`config.mk`:
```
export PLATFORM = sky130hd
export DESIGN_NAME = mastermind_scorer_n
export DESIGN_NICKNAME = d
export VERILOG_FILES = /design/src/rtl/mastermind_pkg.sv /design/src/rtl/mastermind_peg_finder.sv /design/src/rtl/mastermind_scorer_n.sv
export SDC_FILE = /design/constraint.sdc
export NUM_CORES = 1
export LEC_CHECK = 0
export CAP_MARGIN = 15
export CORE_ASPECT_RATIO = 1.2
export CORE_MARGIN = 5
export CORE_UTILIZATION = 50
export DETAILED_ROUTE_END_ITERATION = 8
export GPL_ROUTABILITY_DRIVEN = 1
export GPL_TIMING_DRIVEN = 0
export PLACE_DENSITY = 0.75
export SLEW_MARGIN = 5
export SYNTH_ARGS = -nofsm -noshare
export SYNTH_HDL_FRONTEND = slang
export SYNTH_SLANG_ARGS = --single-unit
export TNS_END_PERCENT = 50
```
`constraint.sdc`:
```
create_clock -name clk -period 3.09 [get_ports clk]
set_clock_uncertainty 0.15 [all_clocks]
set_input_delay 0.618 -clock clk [delete_from_list [all_inputs] [get_ports clk]]
set_output_delay 0.618 -clock clk [all_outputs]
set_load 0.01 [all_outputs]
```
`src/rtl/mastermind_pkg.sv`:
```
// Shared types and helpers for the Mastermind scorer: FSM states, peg
// extraction from packed code/guess vectors, and counter width helpers.
package mastermind_pkg;

    typedef enum logic [2:0] {
        IDLE,
        READY,
        RED,
        WHITE,
        DONE,
        OVER
    } state_t;

    // Upper bounds for the generic peg extractor; callers zero-extend into these.
    localparam int MAX_VEC_W   = 256;
    localparam int MAX_COLOR_W = 16;

    function automatic int cnt_width(input int n);
        return $clog2(n + 1);
    endfunction

    function automatic int idx_width(input int n);
        return (n > 1) ? $clog2(n) : 1;
    endfunction

    function automatic logic [MAX_COLOR_W-1:0] get_peg(
        input logic [MAX_VEC_W-1:0] vec,
        input int                   idx,
        input int                   color_w
    );
        logic [MAX_COLOR_W-1:0] mask;
        mask = {MAX_COLOR_W{1'b1}} >> (MAX_COLOR_W - color_w);
        return MAX_COLOR_W'(vec >> (idx * color_w)) & mask;
    endfunction

endpackage

```
`src/rtl/mastermind_peg_finder.sv`:
```
// Combinational priority search: lowest unused guess peg whose colour
// equals the target colour.
module mastermind_peg_finder import mastermind_pkg::*; #(
    parameter  int NUM_PEGS = 4,
    parameter  int COLOR_W  = 3,
    localparam int IDX_W    = idx_width(NUM_PEGS)
) (
    input  logic [COLOR_W-1:0]          target,
    input  logic [NUM_PEGS*COLOR_W-1:0] guess_vec,
    input  logic [NUM_PEGS-1:0]         used,
    output logic                        found,
    output logic [IDX_W-1:0]            index
);

    // Scanning downwards lets the lowest matching index win.
    always_comb begin
        found = 1'b0;
        index = '0;
        for (int j = NUM_PEGS - 1; j >= 0; j--) begin
            if (!used[j] && (guess_vec[j*COLOR_W +: COLOR_W] == target)) begin
                found = 1'b1;
                index = IDX_W'(j);
            end
        end
    end

endmodule

```
`src/rtl/mastermind_scorer_n.sv`:
```
// Parametrised Mastermind engine: holds the secret code, scores guesses
// sequentially (exact pass, then colour pass) and tracks win/lose.
module mastermind_scorer_n import mastermind_pkg::*; #(
    parameter  int NUM_PEGS    = 4,
    parameter  int COLOR_W     = 3,
    parameter  int MAX_GUESSES = 8,
    localparam int CNT_W       = cnt_width(NUM_PEGS),
    localparam int GC_W        = cnt_width(MAX_GUESSES),
    localparam int IDX_W       = idx_width(NUM_PEGS),
    localparam int VEC_W       = NUM_PEGS * COLOR_W
) (
    input  logic             clk,
    input  logic             resetn,
    input  logic             code_valid,
    input  logic [VEC_W-1:0] code_in,
    input  logic             guess_valid,
    input  logic [VEC_W-1:0] guess_in,
    output logic             guess_ready,
    output logic             score_valid,
    output logic [CNT_W-1:0] red,
    output logic [CNT_W-1:0] white,
    output logic [GC_W-1:0]  guess_count,
    output logic             win,
    output logic             lose,
    output logic             busy
);

    state_t                 state_q, state_d;
    logic [VEC_W-1:0]       code_q, guess_q;
    logic [IDX_W-1:0]       idx_q;
    logic [NUM_PEGS-1:0]    used_code_q, used_guess_q;
    logic [CNT_W-1:0]       red_acc, white_acc;
    logic [MAX_COLOR_W-1:0] code_peg, guess_peg;
    logic                   find_hit;
    logic [IDX_W-1:0]       find_idx;
    logic                   last_idx, all_red, final_guess;

    assign code_peg    = get_peg(MAX_VEC_W'(code_q), int'(idx_q), COLOR_W);
    assign guess_peg   = get_peg(MAX_VEC_W'(guess_q), int'(idx_q), COLOR_W);
    assign last_idx    = (idx_q == IDX_W'(NUM_PEGS - 1));
    assign all_red     = (red_acc == CNT_W'(NUM_PEGS));
    assign final_guess = ((guess_count + GC_W'(1)) == GC_W'(MAX_GUESSES));

    mastermind_peg_finder #(
        .NUM_PEGS (NUM_PEGS),
        .COLOR_W  (COLOR_W)
    ) u_finder (
        .target    (code_peg[COLOR_W-1:0]),
        .guess_vec (guess_q),
        .used      (used_guess_q),
        .found     (find_hit),
        .index     (find_idx)
    );

    always_ff @(posedge clk) begin
        if (!resetn) state_q <= IDLE;
        else         state_q <= state_d;
    end

    always_comb begin
        state_d     = state_q;
        guess_ready = 1'b0;
        busy        = 1'b0;
        case (state_q)
            READY: begin
                guess_ready = 1'b1;
                if (guess_valid) state_d = RED;
            end
            RED: begin
                busy = 1'b1;
                if (last_idx) state_d = WHITE;
            end
            WHITE: begin
                busy = 1'b1;
                if (last_idx) state_d = DONE;
            end
            DONE:    state_d = (all_red || final_guess) ? OVER : READY;
            default: state_d = state_q;
        endcase
        // A new code restarts the game from any state, aborting a scoring pass.
        if (code_valid) state_d = READY;
    end

    always_ff @(posedge clk) begin
        if (!resetn) begin
            code_q       <= '0;
            guess_q      <= '0;
            idx_q        <= '0;
            used_code_q  <= '0;
            used_guess_q <= '0;
            red_acc      <= '0;
            white_acc    <= '0;
            red          <= '0;
            white        <= '0;
            score_valid  <= 1'b0;
            guess_count  <= '0;
            win          <= 1'b0;
            lose         <= 1'b0;
        end else if (code_valid) begin
            code_q       <= code_in;
            idx_q        <= '0;
            used_code_q  <= '0;
            used_guess_q <= '0;
            red_acc      <= '0;
            white_acc    <= '0;
            red          <= '0;
            white        <= '0;
            score_valid  <= 1'b0;
            guess_count  <= '0;
            win          <= 1'b0;
            lose         <= 1'b0;
        end else begin
            score_valid <= 1'b0;
            case (state_q)
                READY: begin
                    if (guess_valid) begin
                        guess_q      <= guess_in;
                        idx_q        <= '0;
                        used_code_q  <= '0;
                        used_guess_q <= '0;
                        red_acc      <= '0;
                        white_acc    <= '0;
                    end
                end
                RED: begin
                    if (code_peg == guess_peg) begin
                        used_code_q[idx_q]  <= 1'b1;
                        used_guess_q[idx_q] <= 1'b1;
                        red_acc             <= red_acc + CNT_W'(1);
                    end
                    idx_q <= last_idx ? '0 : idx_q + IDX_W'(1);
                end
                WHITE: begin
                    // Pegs already matched exactly take no part in colour matching.
                    if (!used_code_q[idx_q] && find_hit) begin
                        used_guess_q[find_idx] <= 1'b1;
                        white_acc              <= white_acc + CNT_W'(1);
                    end
                    idx_q <= last_idx ? '0 : idx_q + IDX_W'(1);
                end
                DONE: begin
                    red         <= red_acc;
                    white       <= white_acc;
                    score_valid <= 1'b1;
                    guess_count <= guess_count + GC_W'(1);
                    if (all_red)          win  <= 1'b1;
                    else if (final_guess) lose <= 1'b1;
                end
                default: ;
            endcase
        end
    end

endmodule

```
-- Word level (Yosys, flattened, before mapping)
Index checks and enable logic that the tools add are counted.
- input port bits: 28
- flip-flop bits (word level): 56
- output and inout port bits: 15
- magnitude comparators: 4
- bitwise logic cells: 6
- shift-type cells: 2
- reduce and logical (&&, ||, !) cells: 30
- multiply operators: 1
- multiplexer cells: 37
- $add $sub $neg: 4
- equality and inequality tests: 20
- operator list (cell ; number):
    12-bit by 32-bit right shift with 3-bit output ; 1
    3-bit 2-to-1 mux ; 7
    4-bit 2-to-1 mux ; 4
    3-bit == test ; 5
    2-bit 2-to-1 mux ; 6
    4-bit bitwise OR ; 3
    3-bit one-hot mux with 2 select lines ; 2
    3-bit one-hot mux with 4 select lines ; 1
    4-bit one-hot mux with 3 select lines ; 1
    3-bit AND reduction ; 4
    4-bit AND reduction ; 3
    12-bit by 4-bit right shift with 3-bit output ; 1
    1-bit 2-to-1 mux ; 11
    2-bit inequality test, second input constant ; 5
    3-bit inequality test, second input constant ; 3
    4-bit one-hot mux with 2 select lines ; 1
    1-bit logical AND ; 7
    3-bit by 1-bit adder with 3-bit output, second input constant ; 2
    3-bit by 2-bit == test with 1-bit output, second input constant ; 2
    3-bit == test, second input constant ; 2
    2-bit by 3-bit < comparator with 1-bit output, second input constant ; 2
    2-bit nonzero test ; 3
    1-bit zero test ; 5
    5-bit nonzero test ; 1
    16 further kinds ; 22

-- Logic depth before layout (Yosys ltp)
Gate-level depths: netlist (run 1).
- word-level depth: 15
- depth in mapped cells: 8
- depth with buffers taken out: 8

-- Cells and area by module
From an unflattened synthesis (run 1), not the netlist that was laid out.
- cell total of the unflattened synthesis: 302
- area total of the unflattened synthesis: 2781.4 um^2
- modules (own cells, without submodules) (module ; area each (um^2) ; cells an instance ; seq. area each (um^2) ; instances):
    mastermind_scorer_n ; 2591.2 ; 280 ; 1121.1 ; 1
    mastermind_peg_finder ; 190.2 ; 22 ; 0.0 ; 1

-- Worst setup path after synthesis (run 1)
No wires, ideal clock.
- path type: flip-flop to flip-flop
- start: register idx_q[0]
- end: register white_acc[2]
- path buffers: 2
- library setup time: 0.132 ns
- arrival: 2.165 ns
- cell stages (with the launch flop): 9
- path slack: 0.643 ns
- cells stage by stage: dfxtp_1 > buf_6 > mux4_2 > xnor2_1 > and4b_1 > clkbuf_1 > o41a_1 > nand3b_1 > a31oi_1
- cells in the longest elaborated chain, start to end: 11
- elaborated cells between the ends (all ways): 20
- RTL lines (element ; RTL line ; RTL):
    start: declaration ; mastermind_scorer_n.sv:30 ; logic [IDX_W-1:0] idx_q;
    start signal: assignment ; mastermind_scorer_n.sv:131 ; idx_q <= last_idx ? '0 : idx_q + IDX_W'(1);
    start signal: assignment ; mastermind_scorer_n.sv:139 ; idx_q <= last_idx ? '0 : idx_q + IDX_W'(1);
    2-bit by 2-bit multiplier with 4-bit output ; mastermind_pkg.sv:33 ; return MAX_COLOR_W'(vec >> (idx * color_w)) & mask;
    12-bit by 32-bit right shift with 3-bit output ; mastermind_pkg.sv:33 ;
    3-bit == test ; mastermind_peg_finder.sv:20 ; if (!used[j] && (guess_vec[j*COLOR_W +: COLOR_W] == target)) begin
    1-bit logical AND ; mastermind_peg_finder.sv:20 ;
    1-bit 2-to-1 mux (4 in series) ; mastermind_peg_finder.sv:20 ;
    1-bit logical AND (*) ; mastermind_scorer_n.sv:135 ; if (!used_code_q[idx_q] && find_hit) begin
    2-bit inequality test (no source line) (*) ; -- ;
    3-bit AND reduction (no source line) (*) ; -- ;
    end signal: assignment ; mastermind_scorer_n.sv:137 ; white_acc <= white_acc + CNT_W'(1);
    end: declaration ; mastermind_scorer_n.sv:32 ; logic [CNT_W-1:0] red_acc, white_acc;
Mark *: on every way between the ends. The rest lies on a longest branch, timed or not. The select of a mux whose other input is x is not followed.
A chain may end at the register's enable or synchronous reset.

-- Final worst setup path (run 1)
- start: register idx_q[0]
- end: register used_guess_q[2]
- cells in the longest elaborated chain, start to end: 15
- elaborated cells between the ends (all ways): 42
- RTL lines (element ; RTL line ; RTL):
    2-bit by 2-bit multiplier with 4-bit output ; mastermind_pkg.sv:33 ;
    12-bit by 32-bit right shift with 3-bit output ; mastermind_pkg.sv:33 ;
    3-bit == test ; mastermind_peg_finder.sv:20 ;
    1-bit logical AND ; mastermind_peg_finder.sv:20 ;
    2-bit 2-to-1 mux (4 in series) ; mastermind_peg_finder.sv:20 ;
    2-bit by 3-bit < comparator with 1-bit output (not written as such) / 2-bit by 1-bit greater-or-equal comparator with 1-bit output (equally long branches) ; mastermind_scorer_n.sv:136 ; used_guess_q[find_idx] <= 1'b1;
    1-bit logical AND (not written as such) ; mastermind_scorer_n.sv:136 ;
    1-bit 2-to-1 mux (not written as such) ; mastermind_scorer_n.sv:136 ;
    1-bit demux with 2-bit select ; mastermind_scorer_n.sv:136 ;
    4-bit bitwise OR (no source line) ; -- ;
    4-bit 2-to-1 mux ; mastermind_scorer_n.sv:135 ;
    4-bit one-hot mux with 3 select lines ; mastermind_scorer_n.sv:114 ; case (state_q)
    end signal: assignment ; mastermind_scorer_n.sv:120 ; used_guess_q <= '0;
    end signal: indexed assignment ; mastermind_scorer_n.sv:128 ; used_guess_q[idx_q] <= 1'b1;
    end signal: indexed assignment ; mastermind_scorer_n.sv:136 ;
    end: declaration ; mastermind_scorer_n.sv:31 ; logic [NUM_PEGS-1:0] used_code_q, used_guess_q;
Several ways; a longest one is shown, not always the timed one. The select of a mux whose other input is x is not followed.

==> run summary, run 1 <==
Buffers & Inverters on Critical Path: 1
WL final: 5953 um
Via/cell ratio: 5.485
Critical path cell sequence: buf_6 -> mux4_2 -> xor2_1 -> or4_1 -> a41oi_2 -> o2111ai_1 -> o21ai_1
Reg2reg path depth: 7
Die Span X: 78.21 um
Hold Vio Cnt, Final: 0
Min Tclk post-route: 2.746 ns
Total grt overflow: 0
Number of flops mapped to enable cells by yosys: 0
Sw frac: 25.58%
Main synth FF type: dfxtp_1
Hold/Removal Path Class: flop to flop
Routability congestion estimate from global placement: 0.8596
Most frequent cell after synthesis: nand2_1
Final setup viols: 0
Slowest CP cell: mux4_2
RSZ-0062 raised after global routing: no
Internal power: 0.0009845 W
# IOs: 43
Post-cts sizing count: 0
H-tree Lvls: 2
Mean Syn Cell Area: 8.806 um^2
Worst IR Drop VDD: 256.7 uV
Layout cells sized above 1: 5.995%
Clock Path Buffers: 2
Hold depth: 2
Clock power frac: 30.0%
Initial antenna violation count: 0
Initial Util: 51.98%
Final net count: 402
Hold-fix buffers, CTS: 0
Remaining DRCs: 0
Crit Path Class: flop to flop
Total net switching power: 0.0003383 W
Gate power share: 13.7%
Status: completed
Vias after detailed routing: 2,353
Sequential area share after synthesis: 40.16%
F_max: 0.3642 GHz
Clock sinks: 56
Tot Pwr: 0.001323 W
Crit path largest cell delay: 0.60 ns
Worst-Margin Slew: 0.6958 ns
Slew Limit Fails: 0
Startpoint types: flop
ANT cells: 0
Area grow syn2layout: 20.84%
Clock latency at the later pin of the worst-skew pair: 0.31 ns
Commonest cells post-synth: nand2_1, dfxtp_1, a21oi_1, nor2_1, mux2i_1
Critical path peak fanout: 7
WL/cell: 13.88 um
Pre-antenna DRT Iters: 4
I/O Buffers: 41
Largest net degree at the start of global routing: 18
DRT iter0 DRCs: 100
Min-delay src: used_code_q[1]
Crit path capture type: flop
Vias in the first global route: 2,286
Synth area leaders: dfxtp_1, nand2_1, mux2i_1
Post-Synthesis Cell Area: 0.002791 mm^2
Share of the synthesized area in the top cell type: 40.16%
Cell taking the most area after synthesis: dfxtp_1
Placement-stage cell area: 0.003279 mm^2
CTS Buf Count: 5
Setup TNS: 0 ns
PwrDens: 392.2 mW/mm^2
Core area: 0.005370 mm^2
Root buf cell: clkbuf_8
Final Cell Area: 0.003373 mm^2
DP Wirelength: 4579 um
RR Endpoint: used_guess_q[2]
Fin util: 62.81%
Net Count, Synth: 353
Global-route wire length before repair: 10,170 um
Post-CTS setup buffer count: 0
Critical path data required time: 3.19 ns
Cell variety after synth: 50
Critical path's top delay family: multiplexers
Sequential power share: 56.3%
Gr usage total: 17.35%
Layout fillers: 512
Max Cap Viol: 0
Die ar.: 0.007184 mm^2
Async set-reset flop share out of synthesis: 0%
Cell leakage power: 1.217 nW
YS warnings: 0
#FFs+latches synth: 56
Slew HR: 53.62%
Hold Path Sink: used_code_q[1]
Die Ht: 91.85 um
Clk pin slew, worst setup/hold paths: 0.10 ns
Reg2reg start: idx_q[0]
Hold Slack: 0.3017 ns
Post-Synthesis Cells: 317
CTS tree: done
R2R Setup Slk: 0.34 ns
Arrival @ worst endpoint: 2.84 ns
Final worst path period share: 88.87%
ANT nets after route: 0
Rows: 29
cells in the final DEF (no fill, tap or decap), types with 2 or more instances in the layout:
cell type | synthesis | layout
mux2i_1 | 15 | 15
nor3b_1 | 3 | 3
mux4_2 | 4 | 4
o21ai_0 | 2 | 2
a21oi_1 | 17 | 17
nand3_1 | 8 | 8
xor2_1 | 8 | 8
buf_1 | 3 | 3
dfxtp_1 | 56 | 56
a21boi_0 | 12 | 12
a22oi_1 | 3 | 3
o21ai_1 | 10 | 10
nand4b_1 | 4 | 4
clkdlybuf4s50_1 | 0 | 41
nand2b_1 | 3 | 3
nand3b_1 | 3 | 3
inv_1 | 6 | 6
nand4_1 | 4 | 4
nor2b_1 | 14 | 14
or3_1 | 2 | 2
a211oi_1 | 2 | 2
buf_2 | 1 | 2
ha_1 | 8 | 8
nor4_1 | 3 | 3
nor2_1 | 16 | 16
or4_4 | 3 | 3
and4b_1 | 2 | 2
xnor2_1 | 8 | 8
clkbuf_1 | 13 | 14
clkbuf_8 | 0 | 5
nand2_1 | 63 | 63
power by group through the flow:
stage / clock [W] / sequential [W] / combinational, W
final: 0.000396 / 0.000745 / 0.000181
after global routing: 0.000437 / 0.000748 / 0.000198
after CTS: 0.000410 / 0.000745 / 0.000181
after detailed placement: 0 / 0.000762 / 0.000180
after global placement: 0 / 0.000762 / 0.000177
after floorplan: 0 / 0.000759 / 0.000116
tightest hold or removal path, stage by stage, from the launching register on:
cell	delay (ns)
dfxtp_1	0.32
nand2_1	0.05
o21ai_1	0.05
worst max path at each step:
stage,startpoint,to,depth (start not counted)
6_report,idx_q[0],used_guess_q[2],7
5_1_grt,idx_q[1],white_acc[0],8
4_1_cts,idx_q[0],white_acc[2],8
3_5_place_dp,idx_q[0],used_guess_q[1],7
3_3_place_gp,idx_q[1],white_acc[2],8
2_1_floorplan,idx_q[0],white_acc[2],8
metrics by stage:
step,worst slack [ns],cells
2_1_floorplan,0.6427,317
3_3_place_gp,0.4031,420
3_5_place_dp,0.3968,420
4_1_cts,0.3659,428
5_1_grt,0.2067,429
6_report,0.3440,429
metal layers:
layer	track usage [%]	vias up	wire length, um
met5	0	-	0
met4	9.329	0	166
met3	3.333	14	346
met2	29.79	69	2913
met1	20.28	1067	2526
li1	-	1203	-
logic make-up after synthesis:
family | share of synthesized area [%]
AO/OA/AOI/OAI | 14.08
flip-flops | 40.16
multiplexers | 8.606
AND/OR/NAND/NOR | 25.01
buffers and inverters | 3.541
XOR/XNOR | 5.020
adder cells (fa/ha/maj) | 3.586
sequential cells by signal, indices dropped and copies added (netlist names), 3 cells and up:
name,flops
guess_count,4
white_acc,3
white,3
red,3
guess_q,12
state_q,3
code_q,12
used_guess_q,4
used_code_q,4
red_acc,3
cell type report:
cell class,instances,area [um^2],area share [%]
plain buffers,18,76.32,2.263
multi-input cells,237,1572,46.59
repair buffers,42,415.4,12.31
flip-flops and latches,56,1121,33.23
well taps,62,77.57,2.300
clock buffers,6,72.57,2.151
clock inverters,2,16.27,0.4822
inverters,6,22.52,0.6677
Note: power is estimated with default switching activity, not from simulation.
==> run 2, diff against run 1 <==
Settings changed: CORE_MARGIN 5 to 10.
==> run summary, run 2 (synthesized netlist as in run 1, its figures left out) <==
Status: completed
Clock sinks: 56 (unchanged)
Crit path capture type: flop
H-tree Lvls: 2 (unchanged)
Crit Path Class: flop to flop
Initial antenna violation count: 0 (unchanged)
Worst-Margin Slew: 1.120 ns (+0.4242 ns)
PwrDens: 396.3 mW/mm^2 (+1.0%)
WL final: 6182 um (+3.8%)
F_max: 0.3613 GHz (-0.78%)
Root buf cell: clkbuf_8
Final net count: 401 (-0.25%)
Slew Limit Fails: 0 (unchanged)
Hold Slack: 0.3028 ns (+0.001087 ns)
ANT cells: 0 (unchanged)
Vias in the first global route: 2,261 (-1.1%)
Gate power share: 13.5% (-0.2 points)
CTS Buf Count: 5 (unchanged)
Min Tclk post-route: 2.767 ns (+0.02148 ns)
# IOs: 43 (unchanged)
Internal power: 0.001006 W (+2.2%)
Total grt overflow: 0 (unchanged)
Clk pin slew, worst setup/hold paths: 0.09 ns (about the same)
Setup TNS: 0 ns (unchanged)
Most frequent cells in the layout: nand2_1, dfxtp_1, clkdlybuf4s50_1
Die Span X: 88.21 um (+13%)
Pre-antenna DRT Iters: 4 (unchanged)
Core area: 0.005370 mm^2 (unchanged)
Total net switching power: 0.0003290 W (-2.8%)
Critical path cell sequence: buf_2 -> mux4_2 -> xnor2_1 -> and4b_1 -> clkbuf_1 -> o41ai_2 -> nand3_1 -> a31oi_1
CTS tree: done
Clock latency at the later pin of the worst-skew pair: 0.31 ns (about the same)
Sw frac: 24.64% (-0.94 points)
Critical path's top delay family: compound AO/OA/AOI/OAI gates
Hold-fix buffers, CTS: 0 (unchanged)
DP Wirelength: 4794 um (+4.7%)
I/O Buffers: 41 (unchanged)
Final Cell Area: 0.003369 mm^2 (-0.11%)
Clock Path Buffers: 2 (unchanged)
Global-route wire length before repair: 10,320 um (+1.4%)
Critical path data required time: 3.18 ns (about the same)
Vias after detailed routing: 2,361 (+0.34%)
DRT iter0 DRCs: 122 (+22%)
Initial Util: 51.98% (unchanged)
Cell leakage power: 1.215 nW (-0.12%)
Buffers & Inverters on Critical Path: 2 (+1)
Rows: 29 (unchanged)
Startpoint types: flop
Crit path largest cell delay: 0.52 ns (-0.08 ns)
Die Ht: 101.9 um (+11%)
Area grow syn2layout: 20.71%
RSZ-0062 raised after global routing: no
Sequential power share: 55.8% (-0.5 points)
Commonest non-fill, non-tap cell in the layout: nand2_1
Largest net degree at the start of global routing: 16 (-2)
Arrival @ worst endpoint: 2.85 ns (about the same)
Via/cell ratio: 5.516 (+0.57%)
Final setup viols: 0 (unchanged)
Slowest CP cell: o41ai_2
Top Registers: code_q x12, guess_q x12
Die ar.: 0.008984 mm^2 (+25%)
WL/cell: 14.44 um (+4.1%)
Worst IR Drop VDD: 292.6 uV (+14%)
Remaining DRCs: 0 (unchanged)
Layout cells sized above 1: 5.464% (-0.53 points)
ANT nets after route: 0 (unchanged)
Clock power frac: 30.7% (+0.7 points)
Max Cap Viol: 0 (unchanged)
Hold/Removal Path Class: flop to flop
Gr usage total: 14.23% (-3.1 points)
Post-CTS setup buffer count: 0 (unchanged)
Placement-stage cell area: 0.003279 mm^2 (unchanged)
Critical path peak fanout: 10 (+3)
Final worst path period share: 89.56% (+0.70 points)
Hold Vio Cnt, Final: 0 (unchanged)
Slew HR: 25.17% (-28 points)
Routability congestion estimate from global placement: 0.8412 (-2.1%)
Post-cts sizing count: 0 (unchanged)
## run 2: final cells by class
cell class	instances	area (um^2)
fill	484	2001
multi-input combinational	237	1572
sequential	56	1121
timing repair buffer	41	410.4
clock buffer	8	90.09
tap	62	77.57
buffer	18	76.32
inverter	6	22.52
## run 2: path summary, 6_finish.rpt
| path | end | cells past startpoint | slack [ns] | from |
|---|---|---|---|---|
| max reg2reg | white_acc[2] | 8 | 0.32 | idx_q[1] |
| min | used_code_q[2] | 2 | 0.30 | used_code_q[2] |
| max | white_acc[2] | 8 | 0.32 | idx_q[1] |
| min reg2reg | used_code_q[2] | 2 | 0.30 | used_code_q[2] |
## run 2: routing by layer
metal | vias up | share of wire, % | GRT usage, %
met1 | 1097 | 44 | 16.66
met2 | 60 | 48 | 24.13
met3 | 5 | 6.3 | 3.901
li1 | 1199 | - | -
met5 | - | 0 | 0
met4 | 0 | 1.3 | 5.355
## run 2: worst register-to-register path: cells and delay by family (launching register included)
family / cells / cell delay [ns]
xor+xnor: 1 / 0.19
flops: 1 / 0.48
buf+inv: 2 / 0.44
mux: 1 / 0.42
compound gates: 2 / 0.70
simple gates: 2 / 0.31
## run 2: power groups by stage
stage	clock, W	combinational [W]	sequential (W)
floorplan	0	0.000116	0.000759
global placement	0	0.000177	0.000762
detailed placement	0	0.000180	0.000762
CTS	0.000416	0.000181	0.000745
global route	0.000452	0.000200	0.000747
finish	0.000410	0.000181	0.000745
## run 2: per-stage QoR
stage / total power (W) / instances / setup WS, ns / util, %
after global placement: 0.0009390 / 420 / 0.4007 / 61.07
final: 0.001335 / 428 / 0.3225 / 62.74
after global routing: 0.001399 / 428 / 0.1363 / 62.74
after detailed placement: 0.0009421 / 420 / 0.3569 / 61.07
after CTS: 0.001342 / 428 / 0.3226 / 62.74
after floorplan: 0.0008759 / 317 / 0.6427 / -
